**config.mk**
```make
export PLATFORM = sky130hd
export DESIGN_NAME = gate_vector_seq
export DESIGN_NICKNAME = d
export VERILOG_FILES = /design/src/rtl/gate_seq_pkg.sv /design/src/rtl/gate_settle_timer.sv /design/src/rtl/gate_vector_seq.sv
export SDC_FILE = /design/constraint.sdc
export NUM_CORES = 1
export LEC_CHECK = 0
export CAP_MARGIN = 20
export CORE_MARGIN = 8
export CORE_UTILIZATION = 48
export CTS_CLUSTER_SIZE = 10
export DETAILED_ROUTE_END_ITERATION = 7
export PLACE_DENSITY = 0.81
export RECOVER_POWER = 100
export REMOVE_ABC_BUFFERS = 1
export SKIP_CTS_REPAIR_TIMING = 1
export SYNTH_ARGS = -nofsm -noshare
export SYNTH_HDL_FRONTEND = slang
export SYNTH_HIERARCHICAL = 1
export SYNTH_SLANG_ARGS = --single-unit
```
**constraint.sdc**
```tcl
create_clock -name clk -period 1.65 [get_ports clk]
set_clock_uncertainty 0.1 [all_clocks]
set_input_delay 0.33 -clock clk [delete_from_list [all_inputs] [get_ports clk]]
set_output_delay 0.33 -clock clk [all_outputs]
set_load 0.005 [all_outputs]
```
**src/rtl/gate_seq_pkg.sv**
```systemverilog
// rtl/gate_seq_pkg.sv - shared constants, state encoding and helpers for the gate vector sequencer
package gate_seq_pkg;

  localparam int NUM_VEC = 4;
  localparam int IDX_W   = 2;
  localparam int ERR_W   = 3;

  localparam logic [2:0] ST_IDLE  = 3'd0;
  localparam logic [2:0] ST_APPLY = 3'd1;
  localparam logic [2:0] ST_WAIT  = 3'd2;
  localparam logic [2:0] ST_CHECK = 3'd3;
  localparam logic [2:0] ST_DONE  = 3'd4;

  // Error count stops at NUM_VEC so it can never wrap.
  function automatic logic [ERR_W-1:0] sat_inc(input logic [ERR_W-1:0] v);
    return (v >= ERR_W'(NUM_VEC)) ? v : v + ERR_W'(1);
  endfunction

endpackage

```
**src/rtl/gate_settle_timer.sv**
```systemverilog
// rtl/gate_settle_timer.sv - settle down-counter; load in APPLY, tick in WAIT
module gate_settle_timer (
  input  logic       clk,
  input  logic       rst_n,
  input  logic       load,
  input  logic [3:0] load_val,
  input  logic       tick,
  output logic       zero
);

  logic [3:0] cnt;

  always_ff @(posedge clk or negedge rst_n) begin
    if (!rst_n) begin
      cnt <= 4'd0;
    end else if (load) begin
      cnt <= load_val;
    end else if (tick && (cnt != 4'd0)) begin
      cnt <= cnt - 4'd1;
    end
  end

  // Asserted on the last ticking cycle so WAIT spans exactly the loaded count.
  assign zero = (cnt <= 4'd1);

endmodule

```
**src/rtl/gate_vector_seq.sv**
```systemverilog
// rtl/gate_vector_seq.sv - 2-input gate truth-table checker; optional GATE_VECTOR_FAIL_MASK_EN builds the per-vector fail mask
module gate_vector_seq
  import gate_seq_pkg::*;
#(
  parameter int          SETTLE = 1,
  parameter logic [3:0]  EXPECT = 4'b1000
) (
  input  logic             clk,
  input  logic             rst_n,
  input  logic             start,
  output logic             x,
  output logic             y,
  input  logic             s_in,
  output logic             busy,
  output logic             done,
  output logic             pass,
  output logic [ERR_W-1:0] err_cnt,
  output logic [IDX_W-1:0] vec_idx,
  output logic [3:0]       fail_mask
);

  localparam logic [3:0]       SETTLE_V = 4'(SETTLE);
  localparam logic [IDX_W-1:0] LAST_IDX = IDX_W'(NUM_VEC - 1);

  logic [2:0] state;
  logic [2:0] nxt;
  logic       settle_zero;
  logic       restart;
  logic       mismatch;

  gate_settle_timer u_timer (
    .clk      (clk),
    .rst_n    (rst_n),
    .load     (state == ST_APPLY),
    .load_val (SETTLE_V),
    .tick     (state == ST_WAIT),
    .zero     (settle_zero)
  );

  assign restart  = start && ((state == ST_IDLE) || (state == ST_DONE));
  assign mismatch = (s_in != EXPECT[vec_idx]);

  always_comb begin
    nxt = state;
    case (state)
      ST_IDLE:  if (start) nxt = ST_APPLY;
      ST_APPLY: nxt = (SETTLE_V != 4'd0) ? ST_WAIT : ST_CHECK;
      ST_WAIT:  if (settle_zero) nxt = ST_CHECK;
      ST_CHECK: nxt = (vec_idx == LAST_IDX) ? ST_DONE : ST_APPLY;
      ST_DONE:  if (start) nxt = ST_APPLY;
      default:  nxt = ST_IDLE;
    endcase
  end

  always_ff @(posedge clk or negedge rst_n) begin
    if (!rst_n) begin
      state   <= ST_IDLE;
      vec_idx <= '0;
      err_cnt <= '0;
    end else begin
      state <= nxt;
      if (restart) begin
        vec_idx <= '0;
        err_cnt <= '0;
      end else if (state == ST_CHECK) begin
        if (mismatch) err_cnt <= sat_inc(err_cnt);
        if (vec_idx != LAST_IDX) vec_idx <= vec_idx + IDX_W'(1);
      end
    end
  end

`ifdef GATE_VECTOR_FAIL_MASK_EN
  logic [3:0] mask_q;

  always_ff @(posedge clk or negedge rst_n) begin
    if (!rst_n) begin
      mask_q <= 4'd0;
    end else if (restart) begin
      mask_q <= 4'd0;
    end else if ((state == ST_CHECK) && mismatch) begin
      mask_q[vec_idx] <= 1'b1;
    end
  end

  assign fail_mask = mask_q;
`else
  assign fail_mask = 4'd0;
`endif

  assign busy = (state == ST_APPLY) || (state == ST_WAIT) || (state == ST_CHECK);
  assign done = (state == ST_DONE);
  assign pass = done && (err_cnt == '0);
  assign x    = busy & vec_idx[1];
  assign y    = busy & vec_idx[0];

endmodule

```
=== Word level (Yosys, flattened, before mapping) ===
Index checks and enable logic that the tools add are counted.

* Reductions and logical operators: 17
* Equal/unequal tests: 10
* Mux-type cells: 15
* $lt $le $gt $ge: 3
* Bitwise operators: 2
* Add/sub/neg operators: 3

{| class="wikitable"
|+ Operators with widths
! cell !! number
|-
| $mux W3 || 7
|-
| $pmux W3 S4 || 1
|-
| $mux W4 || 2
|-
| $reduce_bool A2 Y1 || 4
|-
| $eq A3 B2 Y1 const B || 2
|-
| $logic_not A3 Y1 || 2
|-
| $mux W2 || 3
|-
| $ne A2 B2 Y1 const B || 3
|-
| $le A4 B1 Y1 const B || 1
|-
| $reduce_and A2 Y1 || 2
|-
| $reduce_bool A4 Y1 || 1
|-
| $sub A4 B1 Y4 const B || 1
|-
| $add A3 B1 Y3 const B || 1
|-
| $eq A3 B1 Y1 const B || 1
|-
| $eq A3 B3 Y1 const B || 1
|-
| $ge A3 B3 Y1 const B || 1
|-
| $logic_and A1 B1 Y1 || 3
|-
| $logic_or A1 B1 Y1 || 3
|-
| $lt A2 B3 Y1 const B || 1
|-
| $reduce_and A3 Y1 || 1
|-
| $add A2 B1 Y2 const B || 1
|-
| $and A1 B1 Y1 || 2
|-
| $bmux W1 S2 || 1
|-
| $eq A2 B2 Y1 const B || 1
|-
| 4 further kinds || 4
|}

* Word-level logic and storage cells: 54
* Flip-flop bits (word level): 12
* Output and inout bits: 14

=== Longest topological paths before layout ===
* Depth in word-level cells: 6
* Gate-level depth with buffers: 6
* Depth with buffers taken out: 6

=== By module ===
The synthesis kept the hierarchy.

{| class="wikitable"
|+ Modules (own cells, without submodules)
! module !! cells each !! instances !! area each (sq um) !! sequential area each (sq um)
|-
| gate_vector_seq || 51 || 1 || 494.2 || 200.2
|-
| gate_settle_timer || 33 || 1 || 294.0 || 100.1
|}

=== Least setup slack after synthesis ===
OpenSTA, ideal clock, no wires.

* Kind: reg-to-reg
* Start point: register u_timer.cnt[0]
* End point: register u_timer.cnt[0]
* Slack: 0.119 ns
* Stages on the path, launching flop included: 6
* Period minus slack after synthesis: 1.531 ns
* Data required time: 1.404 ns
* Arrival time: 1.286 ns
* Cell sequence: dfrtp_1 inv_1 ha_1 or3b_4 mux2i_1 o311ai_0

* Longest elaborated chain between the ends: 3
* Elaborated cells between the ends (all ways): 6
* Classes of those cells: add/sub: 1; mux: 2; reduce/logical: 3

{| class="wikitable"
|+ Ends and longest elaborated chain
! what !! RTL line !! source
|-
| start: declaration || gate_settle_timer.sv:11 || <nowiki>logic [3:0] cnt;</nowiki>
|-
| start signal: assignment || gate_settle_timer.sv:17 || <nowiki>cnt <= load_val;</nowiki>
|-
| start signal: assignment || gate_settle_timer.sv:19 || <nowiki>cnt <= cnt - 4'd1;</nowiki>
|-
| $sub A4 B1 Y4 or $reduce_bool A4 Y1 (tied branches) || gate_settle_timer.sv:19, gate_settle_timer.sv:18 ||
|-
| $mux W4 or $logic_and A1 B1 Y1 (tied branches) || gate_settle_timer.sv:18 || <nowiki>end else if (tick && (cnt != 4'd0)) begin</nowiki>
|-
| $mux W4 or $reduce_bool A2 Y1 (tied branches) || n/a ||
|}

Parallel ways exist; a longest one is shown, timed or not. The select of a mux whose other input is x is not followed.
A chain may end at the register's enable or synchronous reset.

=== Worst setup path in the final report ===
* Start point: register state[0]
* End point: output port y

* Longest elaborated chain between the ends: 4
* Elaborated cells between the ends (all ways): 6
* Classes of those cells: eq/ne: 3; bitwise: 1; reduce/logical: 2

{| class="wikitable"
|+ Ends and longest elaborated chain
! what !! RTL line !! source
|-
| start: declaration || gate_vector_seq.sv:25 || <nowiki>logic [2:0] state;</nowiki>
|-
| start signal: assignment || gate_vector_seq.sv:61 || <nowiki>state <= nxt;</nowiki>
|-
| $eq A3 B1 Y1 or $eq A3 B2 Y1 (tied branches) || gate_vector_seq.sv:90 || <nowiki>assign busy = (state == ST_APPLY) || (state == ST_WAIT) || (state == ST_CHECK);</nowiki>
|-
| $logic_or A1 B1 Y1 || gate_vector_seq.sv:90 ||
|-
| $logic_or A1 B1 Y1 (*) || gate_vector_seq.sv:90 ||
|-
| $and A1 B1 Y1 (*) || gate_vector_seq.sv:94 || <nowiki>assign y = busy & vec_idx[0];</nowiki>
|-
| end: declaration || gate_vector_seq.sv:12 || <nowiki>output logic y,</nowiki>
|}

Mark *: on every way between the ends. The rest lies on a longest branch, timed or not.

==> reports/results.ini <==
[route]
wire_per_inst_um = 14.30
ant_nets = 0
vias_per_cell = 5.104
drc = 0
vias = 735
dr.pass1.iters = 4
drtIter0Drc = 6
wl_mm = 2.059

[sta]
worst_hold_slack_ns = 0.4907
worst_pin_slew_ns = 0.6662
rsz0062_at_grt = true
fin_ws_ns = -0.06454
finalHoldViolations = 0
report.final.slew_viol_count = 0
relSlewSlack = 0.5559
finalSetupViolCount = 4
period_needed_ns = 1.715
period_share = 1.039
fmax_ghz = 0.5832

[power_and_ir_drop]
p_int_uw = 1264
power_leakage_uw = 0.0006512
p_comb_frac = 0.629
p_switching_uw = 773.2
netSwitchingFraction = 0.3795
vdd.ir_drop.worst_v = 0.001312
power.share.clock = 0.115
seq_power_share = 0.256
power_density_mw_per_mm2 = 1658

[yosys]
synth_cells = 84
yosysMostFrequentCell = dfrtp_1
synth-edff-count = 0
synthTopCellsByCount = dfrtp_1, nand2_1, inv_1, ha_1
yosysTopAreaCellShare = 0.3810
ys.flop_type = dfrtp_1
synth_cell_types = 29
synthesis.area_sq_um = 788.3
synth_area_leaders = dfrtp_1, ha_1, mux2i_1
ys_ff_latch = 12
syn_area_per_cell_sq_um = 9.384
async_flop_share = 1.000
synth_warnings = 6
yosysTopAreaCell = dfrtp_1
seq_area_frac_synth = 0.3810

[clock_network]
clock_sinks = 12
htree_levels = 1
cts_tree = built
insertion_delay_ns = 0.27
cts_root_buf = clkbuf_4
path_clk_slew_ns = 0.08
numCtsBuffers = 3
clock_path_buffers = 2

[floorplanning]
die_h_um = 56.53
die_w_um = 56.53
initial_core_util = 0.5172
dieArea_sq_mm = 0.003195
rows = 14
core_area_sq_mm = 0.001524
io_pins = 18

[worst_hold_path]
hold_class = input port to asynchronous set/reset pin

[global_route]
grt_pass1_vias = 732
grt_overflow = 0
grt_max_degree = 13
grtUsageTotal = 0.1159
grt_pass1_wl_mm = 3.105
antenna_found_initial = 0

[place]
io_buffer_count = 13
dp_hpwl_mm = 1.430
dpl_cell_area_sq_mm = 0.001013
gp_congestion = 0.7413

[critical_path]
slowest_stage = dfrtp_1
worstPathRequired_ns = 1.22
crit_path_max_incr_delay_ns = 0.40
critPathLaunchType = register
crit_arrival_ns = 1.28
cp_max_fo = 3
worstPathCellList = nor2_2 > buf_6 > nor2_4 > and2_4 > clkbuf_2
crit_path_end_kind = primary output
worstReg2RegStart = state[0]
critPathKind = register to primary output
setup.worst_path.start = state[0]

[layout]
antennaDiodeCount = 0
final_area_sq_mm = 0.001229
nNetsFinal = 139
drive_gt1_frac = 0.4219
fin_util = 0.8062
syn_to_final_growth_pct = 55.87

[flow_run]
drv_cap = 0

[run_status]
status = finished, violations left
violations = setup timing

==> sequential cells by signal (all words and copies together), names as in the netlist <==
name / flops
state: 3
u_timer/cnt: 4
err_cnt: 3
vec_idx: 2
==> worst max-delay path, delay by kind of cell (launching register included) <==
kind	cells	cell delay, ns
DFF	1	0.40
buffers and inverters	2	0.23
and+or+nand+nor	3	0.37
==> cells by family (layout without fill, tap and decap cells) <==
group                    after synthesis  after routing  share of synthesized area
XOR/XNOR                               2              2                    0.02223
AO/OA/AOI/OAI                         13             13                     0.1032
adder cells (fa/ha/maj)                6              6                    0.09524
other                                  2              8                   0.009527
flip-flops                            12             12                     0.3810
buffers and inverters                 13             51                    0.08572
multiplexers                           5              5                    0.06349
AND/OR/NAND/NOR                       31             31                     0.2397
==> power by group through the flow <==
stage,registers (uW),logic [uW],clock network [uW]
floorplan,525,508,0
global placement,491,912,0
detailed placement,502,964,0
CTS,496,968,240
global route,532,1410,253
finish,521,1280,235
==> routing by layer <==
| metal | vias to the layer above | routed length, um | track usage |
|---|---|---|---|
| li1 | 360 | - | - |
| met1 | 351 | 848 | 0.1232 |
| met2 | 22 | 1040 | 0.1928 |
| met3 | 2 | 145 | 0.04045 |
| met4 | 0 | 25 | 0.06529 |
| met5 | - | 0 | 0 |
==> metrics by stage <==
step | setup WS, ns | cells | total power [uW] | setup TNS (ns)
global placement | -0.06621 | 126 | 1404 | -0.2500
floorplan | -0.07686 | 85 | 1033 | -0.1353
CTS | -0.4387 | 130 | 1704 | -2.027
finish | -0.06454 | 144 | 2038 | -0.1688
global route | -0.1006 | 144 | 2194 | -0.3892
detailed placement | -0.1313 | 126 | 1466 | -0.5448
==> final timing paths <==
kind | cells after the start | slack [ns] | endpoint
max | 5 | -0.06 | y
min in group clk | 2 | 0.51 | err_cnt[0]
min | 2 | 0.49 | state[1]
max reg2reg | 6 | 0.03 | state[1]
max in group asynchronous | 2 | 0.50 | err_cnt[2]
min reg2reg | 2 | 0.51 | err_cnt[0]
==> placed cells by master (no fill, tap or decap), types with 5 or more instances in the layout <==
| master | instances |
|---|---|
| ha_1 | 5 |
| inv_1 | 5 |
| mux2i_1 | 5 |
| buf_6 | 5 |
| buf_4 | 21 |
| conb_1 | 8 |
| a21oi_1 | 5 |
| dlymetal6s2s_1 | 5 |
| dfrtp_1 | 11 |
| nand2_1 | 7 |
==> final cells by class <==
type,instances,area [sq um]
clock buffer,4,36.28
fill,99,295.3
timing repair buffer,39,335.3
inverter,8,30.03
multi-input combinational,65,505.5
tap,16,20.02
sequential,12,301.5
No activity file was read; power rests on OpenSTA's default activity.
